[config.mk]
export PLATFORM = sky130hd
export DESIGN_NAME = pipe_rr_arbiter_flat
export DESIGN_NICKNAME = d
export VERILOG_FILES = /design/src/rtl/pipe_rr_arbiter_if.sv /design/src/rtl/pipe_rr_arbiter.sv /design/src/flat_wrapper.sv
export SDC_FILE = /design/constraint.sdc
export NUM_CORES = 1
export LEC_CHECK = 0
export BUFFER_PORTS_ARGS = -buffer_cell sky130_fd_sc_hd__buf_4
export CAP_MARGIN = 5
export CORE_MARGIN = 3
export CORE_UTILIZATION = 35
export DETAILED_ROUTE_END_ITERATION = 8
export PLACE_DENSITY = 0.77
export SLEW_MARGIN = 10
export SYNTH_ARGS = -nofsm -noshare
export SYNTH_HDL_FRONTEND = slang
export SYNTH_SLANG_ARGS = --single-unit
[constraint.sdc]
create_clock -name clk -period 1.82 [get_ports clk]
set_clock_uncertainty 0.05 [all_clocks]
set_input_delay 0.182 -clock clk [delete_from_list [all_inputs] [get_ports clk]]
set_output_delay 0.182 -clock clk [all_outputs]
set_load 0.005 [all_outputs]
[src/rtl/pipe_rr_arbiter_if.sv]
// pipe_rr_arbiter_if
// Bundles the requester-side and downstream-side stream signals of the
// round-robin pipeline merge stage.
//   in_valid  [NUM_REQ]        per-requester valid, bit i = requester i
//   in_ready  [NUM_REQ]        per-requester ready, one-hot or zero
//   in_data   [NUM_REQ*WIDTH]  requester i word at [i*WIDTH +: WIDTH]
//   out_valid                  output register holds a word
//   out_ready                  downstream accepts the word this cycle
//   out_data  [WIDTH]          registered word
//   out_id    [IDW]            source requester of out_data
// Modports: slave = the arbiter stage, master = the surrounding environment.
interface pipe_rr_arbiter_if #(
  parameter int NUM_REQ = 4,
  parameter int WIDTH   = 32
);
  localparam int IDW = $clog2(NUM_REQ);

  logic [NUM_REQ-1:0]       in_valid;
  logic [NUM_REQ-1:0]       in_ready;
  logic [NUM_REQ*WIDTH-1:0] in_data;
  logic                     out_valid;
  logic                     out_ready;
  logic [WIDTH-1:0]         out_data;
  logic [IDW-1:0]           out_id;

  modport slave (
    input  in_valid, in_data, out_ready,
    output in_ready, out_valid, out_data, out_id
  );

  modport master (
    output in_valid, in_data, out_ready,
    input  in_ready, out_valid, out_data, out_id
  );
endinterface

[src/rtl/pipe_rr_arbiter.sv]
// pipe_rr_arbiter
// Merges NUM_REQ valid/ready producers into one registered output stream.
// A combinational round-robin scan starting at ptr picks one valid requester;
// its word and index load into a single-entry output register whenever that
// register is empty or being drained, giving one word per cycle throughput.
// Ports:
//   clk  rising-edge clock
//   rst  asynchronous active-high reset
//   bus  pipe_rr_arbiter_if.slave (in_valid/in_ready/in_data,
//        out_valid/out_ready/out_data/out_id)
module pipe_rr_arbiter #(
  parameter int NUM_REQ = 4,
  parameter int WIDTH   = 32
) (
  input  logic                clk,
  input  logic                rst,
  pipe_rr_arbiter_if.slave    bus
);
  localparam int IDW = $clog2(NUM_REQ);

  logic               out_valid_q;
  logic [WIDTH-1:0]   out_data_q;
  logic [IDW-1:0]     out_id_q;
  logic [IDW-1:0]     ptr;

  logic               accept;
  logic               found;
  logic [IDW-1:0]     gnt;
  logic [NUM_REQ-1:0] ready;
  logic               in_xfer;

  assign accept = !out_valid_q || bus.out_ready;

  // Scan from the highest offset down so the lowest offset from ptr, i.e. the
  // first valid requester at or after ptr, is the one left in gnt.
  always_comb begin
    int idx;
    idx   = 0;
    gnt   = '0;
    found = 1'b0;
    for (int k = NUM_REQ - 1; k >= 0; k--) begin
      idx = int'(ptr) + k;
      if (idx >= NUM_REQ) idx = idx - NUM_REQ;
      if (bus.in_valid[idx]) begin
        gnt   = IDW'(idx);
        found = 1'b1;
      end
    end
  end

  // Ready is gated by rst so nothing looks accepted while the stage is held in
  // reset (the register reads empty then, which alone would open accept).
  always_comb begin
    ready = '0;
    for (int i = 0; i < NUM_REQ; i++) begin
      ready[i] = accept && found && !rst && (gnt == IDW'(i)) && bus.in_valid[i];
    end
  end

  assign in_xfer = |ready;

  always_ff @(posedge clk or posedge rst) begin
    if (rst) begin
      out_valid_q <= 1'b0;
      out_data_q  <= '0;
      out_id_q    <= '0;
      ptr         <= '0;
    end else if (in_xfer) begin
      out_valid_q <= 1'b1;
      out_data_q  <= bus.in_data[int'(gnt)*WIDTH +: WIDTH];
      out_id_q    <= gnt;
      ptr         <= (gnt == IDW'(NUM_REQ - 1)) ? '0 : gnt + IDW'(1);
    end else if (bus.out_ready) begin
      out_valid_q <= 1'b0;
    end
  end

  assign bus.in_ready  = ready;
  assign bus.out_valid = out_valid_q;
  assign bus.out_data  = out_data_q;
  assign bus.out_id    = out_id_q;
endmodule

[src/flat_wrapper.sv]
// flat-port wrapper written by rule: the top's interface ports become plain ports
module pipe_rr_arbiter_flat 
#(
  parameter int NUM_REQ = 4,
  parameter int WIDTH   = 32
)
  (clk, rst, bus_in_valid, bus_in_data, bus_out_ready, bus_in_ready, bus_out_valid, bus_out_data, bus_out_id);
  pipe_rr_arbiter_if #(.NUM_REQ(NUM_REQ), .WIDTH(WIDTH)) bus_i ();
  input  logic clk;
  input  logic rst;
  input wire logic [$bits(bus_i.in_valid)-1:0] bus_in_valid;
  input wire logic [$bits(bus_i.in_data)-1:0] bus_in_data;
  input wire logic [$bits(bus_i.out_ready)-1:0] bus_out_ready;
  output wire logic [$bits(bus_i.in_ready)-1:0] bus_in_ready;
  output wire logic [$bits(bus_i.out_valid)-1:0] bus_out_valid;
  output wire logic [$bits(bus_i.out_data)-1:0] bus_out_data;
  output wire logic [$bits(bus_i.out_id)-1:0] bus_out_id;
  assign bus_i.in_valid = bus_in_valid;
  assign bus_i.in_data = bus_in_data;
  assign bus_i.out_ready = bus_out_ready;
  assign bus_in_ready = bus_i.in_ready;
  assign bus_out_valid = bus_i.out_valid;
  assign bus_out_data = bus_i.out_data;
  assign bus_out_id = bus_i.out_id;
  pipe_rr_arbiter #(.NUM_REQ(NUM_REQ), .WIDTH(WIDTH)) u_core (.clk(clk), .rst(rst), .bus(bus_i));
endmodule
# Word level (Yosys, flattened, before mapping)
# Index checks and enable logic that the tools add are counted.
[word_totals]
output_inout_bits = 39
input_bits = 135
wordCells = 67
register_bits = 37
[op_classes]
n_reduce_logical = 16
n_mux = 27
n_eq_ne = 3
magnitude_cmp = 8
addsub = 8
shifts = 1
[op_table]
columns = ["cell", "count"]
rows = [
  ["$lt 32x4->1 const B", 4],
  ["$mux 32", 4],
  ["$shiftx 128x8->32", 1],
  ["$ge 32x4->1 const B", 3],
  ["$sub 32x4->32 const B", 3],
  ["$mux 1", 14],
  ["$logic_and 1x1->1", 10],
  ["$mux 2", 5],
  ["$bmux 1 s2", 4],
  ["$add 2x2->3 const B", 2],
  ["$eq 2x2->1 const B", 2],
  ["$reduce_or 4->1", 1],
  ["$sub 2x3->4 const B", 1],
  ["$add 2x1->3 const B", 1],
  ["$ge 2x3->1 const B", 1],
  ["$add 2x1->2 const B", 1],
  ["$eq 2x1->1 const B", 1],
  ["$logic_not 1->1", 2],
  ["$logic_not 2->1", 1],
  ["$reduce_bool 2->1", 1],
  ["$logic_or 1x1->1", 1],
]

# Longest topological paths before layout
# Gate-level depths: netlist (run 1).
[depth]
depth_word = 16
ltp_mapped = 7

# Least setup slack after synthesis (run 1)
# Ideal clock, no wire load.
[synth_timing]
path_type = "flip-flop to output port"
startpoint = "register u_core.ptr[1]"
endpoint = "output bus_in_ready[1]"
path_slack_ns = 0.101
n_path_buf = 1
arrival_ns = 1.487
required_ns = 1.588
stages_incl_launch_ff = 7
cell_sequence = "dfrtp_1 > mux2i_1 > nor2_1 > a311oi_2 > nand2_2 > buf_6 > nor3b_2"
[synth_via]
elab_chain_len = 14
elab_cells_between_ends = 40
[synth_lines]
columns = ["element", "line", "text"]
rows = [
  ["start, declared", "pipe_rr_arbiter.sv:24", "logic [IDW-1:0] ptr;"],
  ["start signal, assigned", "pipe_rr_arbiter.sv:72", "ptr <= (gnt == IDW'(NUM_REQ - 1)) ? '0 : gnt + IDW'(1);"],
  ["$add 2x2->3", "pipe_rr_arbiter.sv:42", "idx = int'(ptr) + k;"],
  ["$sub 32x4->32 or $ge 32x4->1 (tied branches)", "pipe_rr_arbiter.sv:43", "if (idx >= NUM_REQ) idx = idx - NUM_REQ;"],
  ["$mux 32", "pipe_rr_arbiter.sv:43", ""],
  ["$bmux 1 s2", "pipe_rr_arbiter.sv:44", "if (bus.in_valid[idx]) begin"],
  ["$mux 1 (implied by the code) (2 in series)", "pipe_rr_arbiter.sv:44", ""],
  ["$mux 1 (4 in series)", "pipe_rr_arbiter.sv:44", ""],
  ["$logic_and 1x1->1 (2 in series)", "pipe_rr_arbiter.sv:56", "ready[i] = accept && found && !rst && (gnt == IDW'(i)) && bus.in_valid[i];"],
  ["$logic_and 1x1->1 (*) (2 in series)", "pipe_rr_arbiter.sv:56", ""],
  ["end, declared", "flat_wrapper.sv:14", "output wire logic [$bits(bus_i.in_ready)-1:0] bus_in_ready;"],
]
# Mark *: on every way between the ends. The rest lies on a longest branch, timed or not. The select of a mux whose other input is x is not followed.

# Worst setup path in the final report (run 1)
# Same ends and word-level chain as after synthesis.

==> results of run 1 <==
## logic make-up after synthesis
logic type / synth area share [%]
flops: 36.9
simple gates: 10.2
compound gates: 18.6
buf+inv: 8.42
mux: 25.9
## layer usage
metal  track usage (%)  up-vias
met3              4.75        4
met1              22.4     1278
met4              4.34        0
met5                 0        -
li1                  -     1222
met2              35.7      108
## registers in the layout, summed over array words and instances (netlist names)
register / count
u_core.ptr: 2
u_core.bus.out_valid: 1
u_core.bus.out_id: 2
u_core.bus.out_data: 32
## report_power, final
group          internal, mW  switching, mW
Clock                 0.266          0.287
Combinational          1.43          0.951
Sequential             1.07          0.155
Total                  2.76           1.39
## worst max-delay path, delay by kind of cell, from the launching register on
kind,cells,cell delay [ns]
and+or+nand+nor,3,0.32
buffers and inverters,2,0.31
AOI/OAI and AO/OA,1,0.23
muxes,1,0.20
DFF,1,0.41
## cell type report
| class | instances | share of cell area, % |
|---|---|---|
| Tap cell | 96 | 2.52 |
| Sequential cell | 37 | 19.5 |
| Clock inverter | 2 | 0.210 |
| Clock buffer | 6 | 1.53 |
| Inverter | 3 | 0.237 |
| Multi-Input combinational cell | 160 | 37.5 |
| Timing Repair Buffer | 204 | 38.6 |
## worst paths after layout
path / startpoint / to / slack, ns / depth (start not counted)
setup / recovery: u_core.ptr[1]$_DFFE_PP0P_ / bus_in_ready[1] / -0.17 / 7
hold reg to reg: u_core.bus.out_data[29]$_DFFE_PP0P_ / u_core.bus.out_data[29]$_DFFE_PP0P_ / 0.44 / 2
setup reg to reg: u_core.ptr[1]$_DFFE_PP0P_ / u_core.bus.out_data[15]$_DFFE_PP0P_ / -0.12 / 9
min in group asynchronous: rst / u_core.bus.out_valid$_DFFE_PP0P_ / 0.47 / 3
hold / removal: bus_in_data[63] / u_core.bus.out_data[31]$_DFFE_PP0P_ / 0.14 / 3
max in group asynchronous: rst / u_core.ptr[0]$_DFFE_PP0P_ / 0.75 / 4
## cell usage in the layout, fill, tap and decap left out, types with 3 or more instances in the layout
| cell | Yosys | routed |
|---|---|---|
| nand2_1 | 39 | 38 |
| buf_12 | 2 | 6 |
| o221ai_2 | 19 | 25 |
| mux2i_2 | 0 | 12 |
| clkbuf_16 | 0 | 6 |
| clkbuf_8 | 0 | 5 |
| o221ai_1 | 13 | 7 |
| buf_16 | 0 | 4 |
| buf_8 | 1 | 5 |
| buf_4 | 1 | 181 |
| nor2_1 | 4 | 3 |
| mux2i_1 | 65 | 30 |
| mux2i_4 | 0 | 23 |
| dfrtp_1 | 37 | 37 |
## stage by stage
step	util (%)	total power, mW	TNS (ns)	area [sq um]	setup WS, ns
final	69.3	4.16	-3.13	4760	-0.173
after detailed placement	56.4	2.89	0	3880	0.00383
after global routing	69.3	4.37	-5.95	4760	-0.279
after floorplan	-	2.14	0	2510	0.101
after CTS	60.6	3.63	-3.61	4160	-0.190
after global placement	56.4	2.84	0	3880	0.0520
## what timing repair did
action | 4_1_cts | 5_1_grt
setup buffers | 5 | 4
gates cloned | 2 | 8
endpoints found under the hold margin | 18 | 0
endpoints found under the setup margin | 5 | 38
pin swaps | 8 | 9
hold buffers | 1 | 0
resized for setup | 15 | 73
==> results.toml, run 1 <==
[die]
die_h_um = 90.7
coreArea_sq_um = 6870
initial_core_util_pct = 36.6
rows = 30
die-area_sq_um = 8230
die_w_um = 90.7
ios = 174

[sta]
finalCritPeriodShare_pct = 109
tightest_slew_ns = 0.736
hold_ws_ns = 0.145
layout_setup_ws_ns = -0.173
grt_setup_unrepaired = "yes"
fmaxAchievable_ghz = 0.502
slew-limit-headroom_pct = 50.6
drv_slew = 0
hold_violations = 0
setup_viol = 37
fin_crit_ns = 1.99

[synth]
ys_top_cells_by_count = "mux2i_1 (65), nand2_1 (39), dfrtp_1 (37), o221ai_2 (19), o221ai_1 (13)"
ys_types = 26
yosys.area.top_type_share_pct = 36.9
yosys.area.top_type = "dfrtp_1"
ys.flop_type = "dfrtp_1"
netlist_area_sq_um = 2510
synth_nets = 354
syn_avg_cell_area_sq_um = 11.5
syn_inst = 219
synth.area.top_cells = "dfrtp_1 (37%), mux2i_1 (26%), o221ai_2 (11%), nand2_1 (5.8%), o221ai_1 (4.5%)"
synth_seq_cells = 37
async_reset_ff_share_pct = 100
yosysWarningCount = 0
synth_seq_area_share_pct = 36.9
synth_edf_count = 0
yosysMostFrequentCell = "mux2i_1"

[cells_and_area]
drive_gt1_share_pct = 68.0
seqCellArea_sq_um = 926
stdcell_count = 508
nets = 546
antenna_cells = 0
fillers = 493
multiInputGateArea_sq_um = 1780
syn_to_final_growth_pct = 89.5

[pwr]
power_density_nw_per_um2 = 873
vdd_drop_max_uv = 432
power_leakage_nw = 2.19

[min_path]
hp-class = "input port to flip-flop"

[detailed_routing]
wl_met3_um = 576
final_antenna_net_count = 0
wl_um = 9260
highest_layer = "met4"
viasPerCell = 5.14
wl_met1_um = 3610
wl_per_cell_um = 18.2
drt_iter0_markers = 74
drc = 0
vias = 2612
dr.pass1.iters = 4
dr_wl_met2_um = 5030

[worst_setup_path]
cp.required_ns = 1.59
crit_chain = "mux2i_1, nor2_1, a311oi_2, buf_4, nand2_4, nor3b_2, buf_4"
worst_setup_path_start_kind = "flip-flop"
cpMaxStageDelayCell = "dfrtp_1"
crit_fanout = 4
critPathMostFrequentCell = "buf_4"
cp.arrival_ns = 1.76
worstSetupEndpointType = "output pin"
cpPeakStageDelay_ns = 0.41
path_class = "flip-flop to output pin"

[global_routing]
grt_max_degree = 20
grt_usage_pct = 19.4
grt_pass1_vias = 2664
grt_pass1_wl_um = 13000
antenna_found_initial = 0
gr-total-overflow = 0

[cts]
cts_made_buffers = 5
htreeDepth = 2
clkLatencyLatePin_ns = 0.28
clkSlewWorstSetupHoldPaths_ns = 0.07
cts.sinks = 37
clockBufferDepth = 2
cts_tree = "done"
root_buffer = "clkbuf_8"

[placement]
hpwl_um = 6090
place.gp.congestion = 0.806
dp.cells = 480
port-buffer-count = 173

[status]
violations = "setup timing"
outcome = "finished with violations"

[run]
drv_cap = 0
Note: power is estimated with default switching activity, not from simulation.
==> inputs of run 2 (changes only) <==
--- a/config.mk
+++ b/config.mk
@@ -10,5 +10,5 @@
 export CORE_MARGIN = 3
-export CORE_UTILIZATION = 35
+export CORE_UTILIZATION = 38
 export DETAILED_ROUTE_END_ITERATION = 8
-export PLACE_DENSITY = 0.77
+export PLACE_DENSITY = 0.83
 export SLEW_MARGIN = 10
==> constraint.sdc (replaced) <==
create_clock -name clk -period 1.82 [get_ports clk]
set_clock_uncertainty 0.05 [all_clocks]
set_input_delay 0.364 -clock clk [delete_from_list [all_inputs] [get_ports clk]]
set_output_delay 0.364 -clock clk [all_outputs]
set_load 0.005 [all_outputs]
==> run 2 against run 1 <==
The flow still finishes with violations (setup timing). Global-route usage rose by 0.55 points. Hold slack got worse by 0.046 ns. Combinational power fell by 21%. Sequential power barely moved. Clock power rose by 2%. Maximum frequency fell by 6.6%. Total power fell by 12%.
==> results.toml, run 2 (synthesis gave the netlist of run 1 again) <==
[pwr]
comb_power_share_pct = 51.3
p_sw_share_pct = 33.0
seqPwrFrac_pct = 33.3
clkPwrFrac_pct = 15.4
power_leakage_nw = 2.12
vdd_drop_max_uv = 451
p_sw_mw = 1.21
total_power_mw = 3.66
p_int_mw = 2.45
power_density_nw_per_um2 = 859

[global_routing]
grt_usage_pct = 19.9
grt_max_degree = 34
antenna_found_initial = 0
grt_pass1_wl_um = 12000
grt_pass1_vias = 2545
gr-total-overflow = 0

[detailed_routing]
viasPerCell = 5.24
wl_um = 8020
wl_met3_um = 542
final_antenna_net_count = 0
dr.pass1.iters = 4
dr_wl_met2_um = 4370
vias = 2514
highest_layer = "met4"
drc = 0
drt_iter0_markers = 36
wl_per_cell_um = 16.7
wl_met1_um = 3060

[die]
die_w_um = 87.3
die_h_um = 87.3
die-area_sq_um = 7620
rows = 28
coreArea_sq_um = 6170
ios = 174
initial_core_util_pct = 40.7

[placement]
place.gp.congestion = 0.828
port-buffer-count = 173
place_ws_ns = -0.0942
dp.cells = 465
post_dp_cell_area_sq_um = 3880
hpwl_um = 6030

[cts]
clkLatencyLatePin_ns = 0.27
clkSlewWorstSetupHoldPaths_ns = 0.07
cts_made_buffers = 5
htreeDepth = 2
clockBufferDepth = 2
cts_tree = "done"
root_buffer = "clkbuf_8"
cts.sinks = 37

[status]
violations = "setup timing"
outcome = "finished with violations"

[sta]
layout_setup_ws_ns = -0.314
setup_viol = 36
fin_setup_tns_ns = -6.43
slew-limit-headroom_pct = 75.8
hold_violations = 0
finalCritPeriodShare_pct = 117
fmaxAchievable_ghz = 0.469
tightest_slew_ns = 0.364
hold_ws_ns = 0.0987
grt_setup_unrepaired = "yes"
drv_slew = 0
fin_crit_ns = 2.13

[worst_setup_path]
worst_setup_path_start_kind = "flip-flop"
startpoint = "u_core.ptr[1]$_DFFE_PP0P_"
path_class = "flip-flop to output pin"
cp.arrival_ns = 1.72
crit_family = "flip-flops"
critical_path_buf_inv_count = 1
cpPeakStageDelay_ns = 0.42
timing.rr.start = "u_core.ptr[1]$_DFFE_PP0P_"
cp.required_ns = 1.41
rrSetupSlack_ns = -0.19
cpMaxStageDelayCell = "dfrtp_2"
crit_fanout = 6
worstSetupEndpointType = "output pin"
crit_chain = "mux2i_1, nor2_1, a311oi_2, nand2b_4, nor3b_2, buf_4"

[cells_and_area]
fillers = 482
syn_to_final_growth_pct = 69.9
seqCellArea_sq_um = 927
drive_gt1_share_pct = 62.2
finish.instance_area_sq_um = 4270
layout_common_cells = "buf_4 (185), mux2i_1 (59), nand2_1 (39)"
stdcell_count = 480
multiInputGateArea_sq_um = 1520
final_common_cell = "buf_4"
nets = 540
largest_reg_flops = 32
antenna_cells = 0
postLayoutCoreUtil_pct = 69.2

[min_path]
hp-class = "input port to async pin"

[run]
drv_cap = 0
-- run 2: what timing repair did --
action,CTS,global route
resized for setup,19,23
buffers inserted,4,4
pin swaps,2,27
hold buffers,0,0
gates cloned,2,1
endpoints found under the setup margin,36,38
-- run 2: cell type report --
class / instances / share of cell area (%)
well taps: 75 / 2.20
clock buffers: 7 / 2.02
multi-input cells: 160 / 35.6
inverters: 3 / 0.264
repair buffers: 198 / 38.2
flip-flops and latches: 37 / 21.7
-- run 2: final timing paths --
kind,depth (start not counted),end
max,6,bus_in_ready[0]
min,3,u_core.bus.out_valid$_DFFE_PP0P_
max reg2reg,9,u_core.bus.out_data[12]$_DFFE_PP0P_
min reg2reg,2,u_core.bus.out_id[0]$_DFFE_PP0P_
max in group asynchronous,3,u_core.ptr[1]$_DFFE_PP0P_
min in group clk,3,u_core.bus.out_valid$_DFFE_PP0P_
-- run 2: worst min-delay path: stages --
cell and delay (ns):
buf_4 0.12, inv_1 0.06, buf_4 0.25
-- run 2: routing by layer --
metal / vias to the layer above / track usage [%]
met5: - / 0
met4: 0 / 3.07
met3: 4 / 4.35
met2: 94 / 37.5
met1: 1215 / 23.3
li1: 1201 / -
-- run 2: power by group through the flow --
stage | Clock (mW) | Combinational, mW | Sequential (mW)
final | 0.565 | 1.88 | 1.22
after global routing | 0.615 | 2.02 | 1.25
after CTS | 0.578 | 1.79 | 1.22
after detailed placement | 0 | 1.68 | 1.22
after global placement | 0 | 1.62 | 1.22
after floorplan | 0 | 0.910 | 1.23
==> inputs of run 3 (changes only) <==
Settings changed: ABC_AREA from default to 1, CORE_UTILIZATION 38 to 42, PLACE_DENSITY 0.83 to 0.82, SKIP_LAST_GASP from default to 1.
==> run 3 against run 2 <==
Synthesized area is 38% higher. The flow still finishes with violations (setup timing). Clock power is 9.7% higher. Die area is 23% higher. Largest power group unchanged. First-iteration DRC count grew to 6.2 times the previous value. Sequential power is 24% higher. Design area is 38% higher. Critical path depth is 4 higher.
==> results.toml, run 3 <==
[status]
outcome = "finished with violations"
violations = "setup timing"

[global_routing]
grt_usage_pct = 24.2
grt_pass1_vias = 4027
grt_max_degree = 23
gr-total-overflow = 0
grt_pass1_wl_um = 19100
antenna_found_initial = 0

[cts]
root_buffer = "clkbuf_8"
clkSlewWorstSetupHoldPaths_ns = 0.07
cts_hold_buf = 0
htreeDepth = 2
clkLatencyLatePin_ns = 0.28
cts.sinks = 37
cts_made_buffers = 5
cts_tree = "done"
clockBufferDepth = 2

[pwr]
comb_power_share_pct = 83.2
p_sw_mw = 5.99
p_int_mw = 6.71
p_sw_share_pct = 47.2
clkPwrFrac_pct = 4.9
seqPwrFrac_pct = 11.9
vdd_drop_max_uv = 1080
power_leakage_nw = 3.54
power_density_nw_per_um2 = 2160
total_power_mw = 12.7

[synth]
synth_nets = 698
yosysWarningCount = 0
ys.flop_type = "dfrtp_1"
yosysMostFrequentCell = "nand2_1"
async_reset_ff_share_pct = 100
synth_seq_cells = 37
synth.area.top_cells = "nand2_1 (29%), dfrtp_1 (27%), nand3_2 (12%), nand3_1 (8.5%), inv_1 (8.0%)"
ys_types = 23
yosys.area.top_type = "nand2_1"
syn_avg_cell_area_sq_um = 6.17
synth_edf_count = 0
syn_inst = 563
synth_seq_area_share_pct = 26.6
netlist_area_sq_um = 3480
ys_top_cells_by_count = "nand2_1 (273), inv_1 (74), nand3_1 (59), nand3_2 (41), dfrtp_1 (37)"
yosys.area.top_type_share_pct = 29.5

[worst_setup_path]
timing.rr.start = "u_core.ptr[0]$_DFFE_PP0P_"
r2r_cells = 15
cp.arrival_ns = 1.93
r2r_end = "u_core.bus.out_data[24]$_DFFE_PP0P_"
worstSetupEndpointType = "output pin"
rrSetupSlack_ns = -0.40
path_class = "flip-flop to output pin"
cp.required_ns = 1.41
worst_setup_path_start_kind = "flip-flop"
crit_fanout = 8

[die]
ios = 174
die_h_um = 97.0
die-area_sq_um = 9400
die_w_um = 97.0
coreArea_sq_um = 7890
rows = 32
initial_core_util_pct = 44.1

[detailed_routing]
drt_iter0_markers = 223
wl_um = 12900
dr.pass1.iters = 4
final_antenna_net_count = 0
wl_per_cell_um = 14.8
vias = 4288
viasPerCell = 4.93
drc = 0

[placement]
hpwl_um = 8240
place.gp.congestion = 0.859
port-buffer-count = 173

[sta]
grt_setup_unrepaired = "yes"
fin_crit_ns = 2.35
tightest_slew_ns = 0.260
slew-limit-headroom_pct = 82.7
setup_viol = 41
fmaxAchievable_ghz = 0.426
fin_setup_tns_ns = -15.47
drv_slew = 0
layout_setup_ws_ns = -0.526
finalCritPeriodShare_pct = 129
hold_violations = 0

[cells_and_area]
seqCellArea_sq_um = 928
multiInputGateArea_sq_um = 2170
fillers = 574
largest_reg_flops = 32
nets = 901
syn_to_final_growth_pct = 69.0
antenna_cells = 0
layout_common_cells = "nand2_1 (262), buf_4 (193), inv_1 (73)"
final_common_cell = "nand2_1"
drive_gt1_share_pct = 46.2

[run]
drv_cap = 0

[min_path]
hp-class = "input port to async pin"
-- run 3: cell count changes in the layout (fill, tap and decap cells not counted), moves of 5 or more --
cell,change
nand2_1,+223
inv_1,+70
nand3_2,+62
mux2i_1,-59
nand3_1,+37
o221ai_2,-30
nand2_2,+29
buf_4,+8
buf_16,+7
clkbuf_16,+7
mux2i_2,-6
buf_12,+5
buf_8,+5
-- run 3: critical path, stage by stage, from the launching register on --
cell and delay [ns]:
dfrtp_2 0.48, clkinv_4 0.10, nand2_2 0.06, and2_4 0.14
or2_4 0.28, nand3_4 0.14, nand2_8 0.08, inv_4 0.07
nand2_2 0.05, nor2_2 0.13, buf_4 0.12
-- run 3: worst max path at each step --
stage | to | slack [ns] | cells after the start | startpoint
global route | bus_in_ready[0] | -0.61 | 11 | u_core.ptr[0]$_DFFE_PP0P_
finish | bus_in_ready[2] | -0.53 | 10 | u_core.ptr[0]$_DFFE_PP0P_
detailed placement | u_core.bus.out_data[26]$_DFFE_PP0P_ | -0.34 | 13 | u_core.ptr[0]$_DFFE_PP0P_
CTS | bus_in_ready[0] | -0.47 | 11 | u_core.ptr[0]$_DFFE_PP0P_
global placement | u_core.bus.out_data[24]$_DFFE_PP0P_ | -0.26 | 10 | u_core.ptr[0]$_DFFE_PP0P_
floorplan | bus_in_ready[0] | -0.12 | 11 | u_core.ptr[0]$_DFFE_PP0P_
-- run 3: cells by family after synthesis --
group / Yosys count / synth area share (%)
and+or+nand+nor: 409 / 55.9
AOI/OAI and AO/OA: 4 / 0.576
buffers and inverters: 113 / 16.9
DFF: 37 / 26.6
-- run 3: final cells by class --
| type | count | area share (%) |
|---|---|---|
| clock buffer | 7 | 1.64 |
| inverter | 78 | 5.20 |
| multi-input combinational | 413 | 36.9 |
| clock inverter | 1 | 0.0852 |
| tap | 102 | 2.17 |
| sequential | 37 | 15.8 |
| timing repair buffer | 231 | 38.2 |
-- run 3: power groups by stage --
stage / Clock, mW / Sequential, mW / Combinational, mW
final: 0.620 / 1.51 / 10.6
after global routing: 0.683 / 1.55 / 11.4
after floorplan: 0 / 1.47 / 5.56
after global placement: 0 / 1.49 / 7.47
after detailed placement: 0 / 1.51 / 7.66
after CTS: 0.634 / 1.50 / 9.47
-- run 3: repair_timing --
| item | 4_1_cts | 5_1_grt |
|---|---|---|
| pin swaps | 16 | 2 |
| setup buffers | 7 | 3 |
| resized for setup | 44 | 17 |
| setup endpoints to repair | 40 | 41 |
| endpoints found under the hold margin | 0 | 0 |
| gates cloned | 8 | 8 |
-- run 3: stage by stage --
stage	hold slack (ns)	cells	util, %	instance area, sq um	setup slack, ns
after detailed placement	0.394	836	64.7	5100	-0.339
after global routing	0.109	869	74.5	5880	-0.606
final	0.0956	869	74.5	5880	-0.526
after CTS	0.0868	859	71.4	5640	-0.471
after global placement	0.388	836	64.7	5100	-0.258
after floorplan	0.422	563	-	3630	-0.115
-- run 3: routing by layer --
metal	up-vias	GRT usage [%]	share of wire (%)
met5	-	0	0
met2	204	43.1	50
met4	0	4.64	1.8
li1	2105	-	-
met3	28	5.98	9.1
met1	1951	29.6	39
